==> src/rtl/keypad_pkg.sv <==
// keypad_pkg: shared types and helpers for the 4x4 floor-call keypad scanner.
// Holds the FSM state enum, matrix geometry, idle/reset pin patterns and the
// row-priority encoder used to build a key code from a sampled row vector.
package keypad_pkg;

    localparam int ROWS = 4;
    localparam int COLS = 4;

    // All rows released (pull-ups win) and the column-0 strobe pattern
    localparam logic [ROWS-1:0] ROW_IDLE  = 4'b1111;
    localparam logic [COLS-1:0] COL_RESET = 4'b1110;

    typedef enum logic [1:0] {
        SCAN     = 2'd0,
        DEBOUNCE = 2'd1,
        PRESSED  = 2'd2
    } state_t;

    // Index of the lowest-numbered row that is pulled low; 0 if none are low
    function automatic logic [1:0] row_encode(input logic [ROWS-1:0] rows);
        row_encode = 2'd0;
        for (int i = ROWS - 1; i >= 0; i--) begin
            if (!rows[i]) row_encode = 2'(i);
        end
    endfunction

    // Active-low one-hot strobe for a column index
    function automatic logic [COLS-1:0] col_strobe(input logic [1:0] idx);
        col_strobe = ~(4'b0001 << idx);
    endfunction

endpackage

==> src/rtl/keypad_tick_gen.sv <==
// keypad_tick_gen: free-running prescaler producing a one-clk scan tick every
// SCAN_DIV cycles (tick is high while the prescaler sits at SCAN_DIV-1).
module keypad_tick_gen #(
    parameter int SCAN_DIV = 100000
) (
    input  logic clk,
    input  logic reset,
    output logic tick
);

    localparam int PW = (SCAN_DIV > 1) ? $clog2(SCAN_DIV) : 1;

    logic [PW-1:0] prescaler;

    assign tick = (prescaler == PW'(SCAN_DIV - 1));

    // Count 0..SCAN_DIV-1 and wrap on the tick cycle
    always_ff @(posedge clk or posedge reset) begin
        if (reset)     prescaler <= '0;
        else if (tick) prescaler <= '0;
        else           prescaler <= prescaler + 1'b1;
    end

endmodule

==> src/rtl/keypad_scanner.sv <==
// keypad_scanner: strobes a 4x4 keypad column by column (active-low), samples
// the active-low rows through a 2-flop synchronizer, debounces one key and
// reports it as key_code with a one-clk key_valid strobe and a held flag.
// Optional build macro: KEYPAD_REPEAT_EN adds auto-repeat strobes while held.
module keypad_scanner
    import keypad_pkg::*;
#(
    parameter int SCAN_DIV       = 100000,
    parameter int DEBOUNCE_SCANS = 4,
    parameter int REPEAT_SCANS   = 50
) (
    input  logic       clk,
    input  logic       reset,
    input  logic [3:0] row_in,
    output logic [3:0] col_out,
    output logic [3:0] key_code,
    output logic       key_valid,
    output logic       key_held
);

    localparam int CW = 4;

    logic [3:0]    row_s1, row_s2;
    logic          tick;
    state_t        state;
    logic [1:0]    col_idx;
    logic [1:0]    col_next;
    logic [3:0]    cand;
    logic [CW-1:0] cnt;
    logic          any_low;
    logic [3:0]    samp_code;

`ifdef KEYPAD_REPEAT_EN
    localparam int RW = $clog2(REPEAT_SCANS + 1);
    logic [RW-1:0] rpt;
`endif

    keypad_tick_gen #(.SCAN_DIV(SCAN_DIV)) u_tick (
        .clk   (clk),
        .reset (reset),
        .tick  (tick)
    );

    assign any_low   = ~&row_s2;
    assign samp_code = {row_encode(row_s2), col_idx};
    assign col_next  = col_idx + 2'd1;

    // Two-flop synchronizer for the asynchronous row pins
    always_ff @(posedge clk or posedge reset) begin
        if (reset) begin
            row_s1 <= ROW_IDLE;
            row_s2 <= ROW_IDLE;
        end else begin
            row_s1 <= row_in;
            row_s2 <= row_s1;
        end
    end

    // Scan / debounce / hold FSM; everything moves on ticks except the valid clear.
    // In DEBOUNCE, cnt counts matching samples including the detecting one, so
    // acceptance lands DEBOUNCE_SCANS ticks after detection. In PRESSED, cnt
    // counts consecutive all-high ticks toward release.
    always_ff @(posedge clk or posedge reset) begin
        if (reset) begin
            state     <= SCAN;
            col_idx   <= 2'd0;
            col_out   <= COL_RESET;
            cand      <= 4'd0;
            cnt       <= '0;
            key_code  <= 4'd0;
            key_valid <= 1'b0;
            key_held  <= 1'b0;
`ifdef KEYPAD_REPEAT_EN
            rpt       <= '0;
`endif
        end else begin
            key_valid <= 1'b0;
            if (tick) begin
                case (state)
                    SCAN: begin
                        if (!any_low) begin
                            col_idx <= col_next;
                            col_out <= col_strobe(col_next);
                        end else begin
                            cand  <= samp_code;
                            cnt   <= CW'(1);
                            state <= DEBOUNCE;
                        end
                    end
                    DEBOUNCE: begin
                        if (any_low && samp_code == cand) begin
                            if (cnt == CW'(DEBOUNCE_SCANS)) begin
                                state     <= PRESSED;
                                key_code  <= cand;
                                key_valid <= 1'b1;
                                key_held  <= 1'b1;
                                cnt       <= '0;
`ifdef KEYPAD_REPEAT_EN
                                rpt       <= '0;
`endif
                            end else begin
                                cnt <= cnt + 1'b1;
                            end
                        end else begin
                            state   <= SCAN;
                            col_idx <= col_next;
                            col_out <= col_strobe(col_next);
                        end
                    end
                    PRESSED: begin
                        if (!any_low) begin
`ifdef KEYPAD_REPEAT_EN
                            rpt <= '0;
`endif
                            if (cnt == CW'(DEBOUNCE_SCANS - 1)) begin
                                key_held <= 1'b0;
                                cnt      <= '0;
                                state    <= SCAN;
                                col_idx  <= col_next;
                                col_out  <= col_strobe(col_next);
                            end else begin
                                cnt <= cnt + 1'b1;
                            end
                        end else begin
                            cnt <= '0;
`ifdef KEYPAD_REPEAT_EN
                            if (rpt == RW'(REPEAT_SCANS - 1)) begin
                                rpt       <= '0;
                                key_valid <= 1'b1;
                            end else begin
                                rpt <= rpt + 1'b1;
                            end
`endif
                        end
                    end
                    default: state <= SCAN;
                endcase
            end
        end
    end

endmodule

==> config.mk <==
export PLATFORM = sky130hd
export DESIGN_NAME = keypad_scanner
export DESIGN_NICKNAME = d
export VERILOG_FILES = /design/src/rtl/keypad_pkg.sv /design/src/rtl/keypad_tick_gen.sv /design/src/rtl/keypad_scanner.sv
export SDC_FILE = /design/constraint.sdc
export NUM_CORES = 1
export LEC_CHECK = 0
export BUFFER_PORTS_ARGS = -buffer_cell sky130_fd_sc_hd__buf_2
export CORE_MARGIN = 8
export CORE_UTILIZATION = 62
export CTS_BUF_LIST = sky130_fd_sc_hd__clkbuf_2
export DETAILED_ROUTE_END_ITERATION = 7
export PLACE_DENSITY = 0.93
export SYNTH_ARGS = -nofsm -noshare
export SYNTH_HDL_FRONTEND = slang
export SYNTH_SLANG_ARGS = --single-unit
==> constraint.sdc <==
create_clock -name clk -period 2.82 [get_ports clk]
set_input_delay 0.423 -clock clk [delete_from_list [all_inputs] [get_ports clk]]
set_output_delay 0.423 -clock clk [all_outputs]
set_load 0.02 [all_outputs]
==> results.json <==
{
  "status": "complete, no violations",
  "viasPerCell": 5.78,
  "gp_congestion": 0.901,
  "die-width_um": 76.6,
  "synth_fp_nets": 224,
  "clock_path_buffers": 2,
  "grt_first_pass_wirelength_mm": 7.22,
  "vias": 1589,
  "n_fill_cell": 264,
  "synth_top_area_cell": "dfrtp_1",
  "io_buffers": 15,
  "cts_tree": "yes",
  "detail-route-antenna-nets": 0,
  "yosysWarnings": 0,
  "powerDensity_nw_per_um2": 438,
  "routedWlPerCell_um": 15.1,
  "area_delta_synth_final_pct": 7.70,
  "yosysSeqAreaShare_pct": 52.3,
  "ir_drop_mv": 0.384,
  "crit_path_end_kind": "register",
  "yosys.area.top_type_share_pct": 39.6,
  "fin_cells": 275,
  "die_h_um": 76.6,
  "wl_mm": 4.17,
  "start_kind": "register",
  "synthCells": 207,
  "core_area_sq_um": 3610,
  "cts_buffers": 5,
  "fin_tns_setup_ns": 0,
  "avgSynthCellArea_sq_um": 11.0,
  "antenna_found_initial": 0,
  "rows": 22,
  "nNetsFinal": 243,
  "io_pins": 16,
  "groute.usage.overall_pct": 15.0,
  "max-cap-violations": 0,
  "clock_sinks": 47,
  "required_ns": 3.16,
  "setup_viol": 0,
  "cts.clk_slew.worst_paths_ns": 0.24,
  "period_share_pct": 83.5,
  "post-place-cells": 267,
  "report.final.slew_viol_count": 0,
  "hp-class": "in -> reg",
  "critPathArrivalTime_ns": 2.69,
  "synth.area.top_cells": "dfrtp_1 (40%), dfstp_2 (13%), ha_1 (6.0%)",
  "drive_gt1_share_pct": 18.9,
  "ys_types": 43,
  "initial_core_util_pct": 63.1,
  "syn-cell-area_sq_um": 2280,
  "drtPass1Iterations": 5,
  "hpwlAfterDp_mm": 3.01,
  "clock-root-buffer": "clkbuf_2",
  "finalHoldViolations": 0,
  "crit_fanout": 10,
  "dieArea_sq_um": 5870,
  "antennaDiodeCount": 0,
  "gr-total-overflow": 0,
  "slew_headroom_pct": 37.4,
  "layout_min_cycle_time_ns": 2.35,
  "cts_hold_buffers": 0,
  "worstSkewPairLatency_ns": 0.43,
  "grt_max_degree": 48,
  "p_leak_uw": 0.00114,
  "htreeDepth": 2,
  "clock.fmax_mhz": 425,
  "ys_seq_elements": 47,
  "dr.first_iter.drc_count": 127,
  "critPathKind": "reg -> reg",
  "skew_ns": 0.0195,
  "utilization_pct": 68.0,
  "grt_pass1_vias": 1588,
  "worst_pin_slew_ns": 0.938,
  "rsz0062_at_grt": "no",
  "regToRegSetupSlack_ns": 0.47,
  "postCtsResizedCells": 0,
  "drc": 0,
  "cts_setup_buffers": 0
}
## registers in the layout (all words and copies together) (netlist names), 2 cells and up
register          cells
cand                  4
cnt                   4
col_idx               2
col_out               4
key_code              4
row_s1                4
row_s2                4
state                 2
u_tick.prescaler     17
## through the flow
step / setup slack (ns) / hold WS, ns / total power, uW / cell area, sq um
2_1_floorplan: 0.703 / 0.345 / 717 / 2280
3_3_place_gp: 0.636 / 0.346 / 725 / 2390
3_5_place_dp: 0.555 / 0.348 / 727 / 2390
4_1_cts: 0.511 / 0.0543 / 1080 / 2450
5_1_grt: 0.415 / 0.0118 / 1110 / 2450
6_report: 0.466 / 0.0703 / 1070 / 2450
## critical path, cell delays in order, from the launching register on
cell	delay (ns)
dfrtp_1	0.46
ha_1	0.21
or3b_1	0.39
o21a_1	0.20
or2_1	0.24
a311o_1	0.42
mux2_4	0.34
## routing by layer
metal | GRT usage [%] | up-vias | part of all wire, %
met5 | 0 | - | 0
met4 | 8.85 | 0 | 2.2
met3 | 4.25 | 8 | 3.4
met2 | 22.5 | 37 | 47
met1 | 18.8 | 783 | 47
li1 | - | 761 | -
## final timing paths
kind / startpoint / endpoint / cells past startpoint
hold reg to reg: row_s1[0] / row_s2[0] / 0
setup reg to reg: cnt[0] / col_idx[1] / 6
setup / recovery: cnt[0] / col_idx[1] / 6
max in group asynchronous: reset / key_code[0] / 2
hold / removal: row_in[3] / row_s1[3] / 1
min in group asynchronous: reset / cand[2] / 2
## logic make-up after synthesis
| group | synth area share [%] |
|---|---|
| compound gates | 8.69 |
| xor+xnor | 6.93 |
| fa+ha+maj | 6.05 |
| buf+inv | 2.86 |
| flops | 52.3 |
| mux | 4.51 |
| simple gates | 18.7 |
## placed cells by master (no fill, tap or decap), types with 6 or more instances in the layout
| master | count |
|---|---|
| buf_2 | 15 |
| o21ai_0 | 12 |
| and4_1 | 6 |
| nand2_1 | 19 |
| xor2_1 | 8 |
| ha_1 | 11 |
| nand3_1 | 10 |
| nand4_1 | 6 |
| mux2_2 | 6 |
| nor2_1 | 14 |
| dfstp_2 | 11 |
| xnor2_1 | 10 |
| inv_1 | 10 |
| dfrtp_1 | 36 |
## Yosys cell counts, drive strengths merged
cell type  count
dfrtp         36
nand2         19
nor2          14
o21ai         12
dfstp         11
ha            11
inv           11
nand3         10
xnor2         10
xor2           8
mux2           7
and4           6
nand4          6
a21oi          5
and3           5
buf            3
nand2b         3
a21boi         2
a21o           2
a31oi          2
and2           2
and3b          2
mux2i          2
nor2b          2
nor4b          2
nor4bb         2
a211oi         1
a311o          1
a32o           1
a41o           1
nand3b         1
nor4           1
o21a           1
o31ai          1
o32ai          1
o41ai          1
or2            1
or3b           1
## where the power goes
group          switching [uW]  internal (uW)  total, uW
combinational            19.2           6.01       25.2
clock                     213            146        359
sequential               4.73            686        691
total                     237            838       1070
## area by class of cell
class	instances	area, sq um	area share, %
tap	48	60.1	2.45
clock buffer	5	25.0	1.02
sequential	47	1190	48.5
multi-input combinational	146	1020	41.7
inverter	11	41.3	1.68
clock inverter	3	38.8	1.58
timing repair buffer	15	75.1	3.06
No activity file was read; power rests on OpenSTA's default activity.
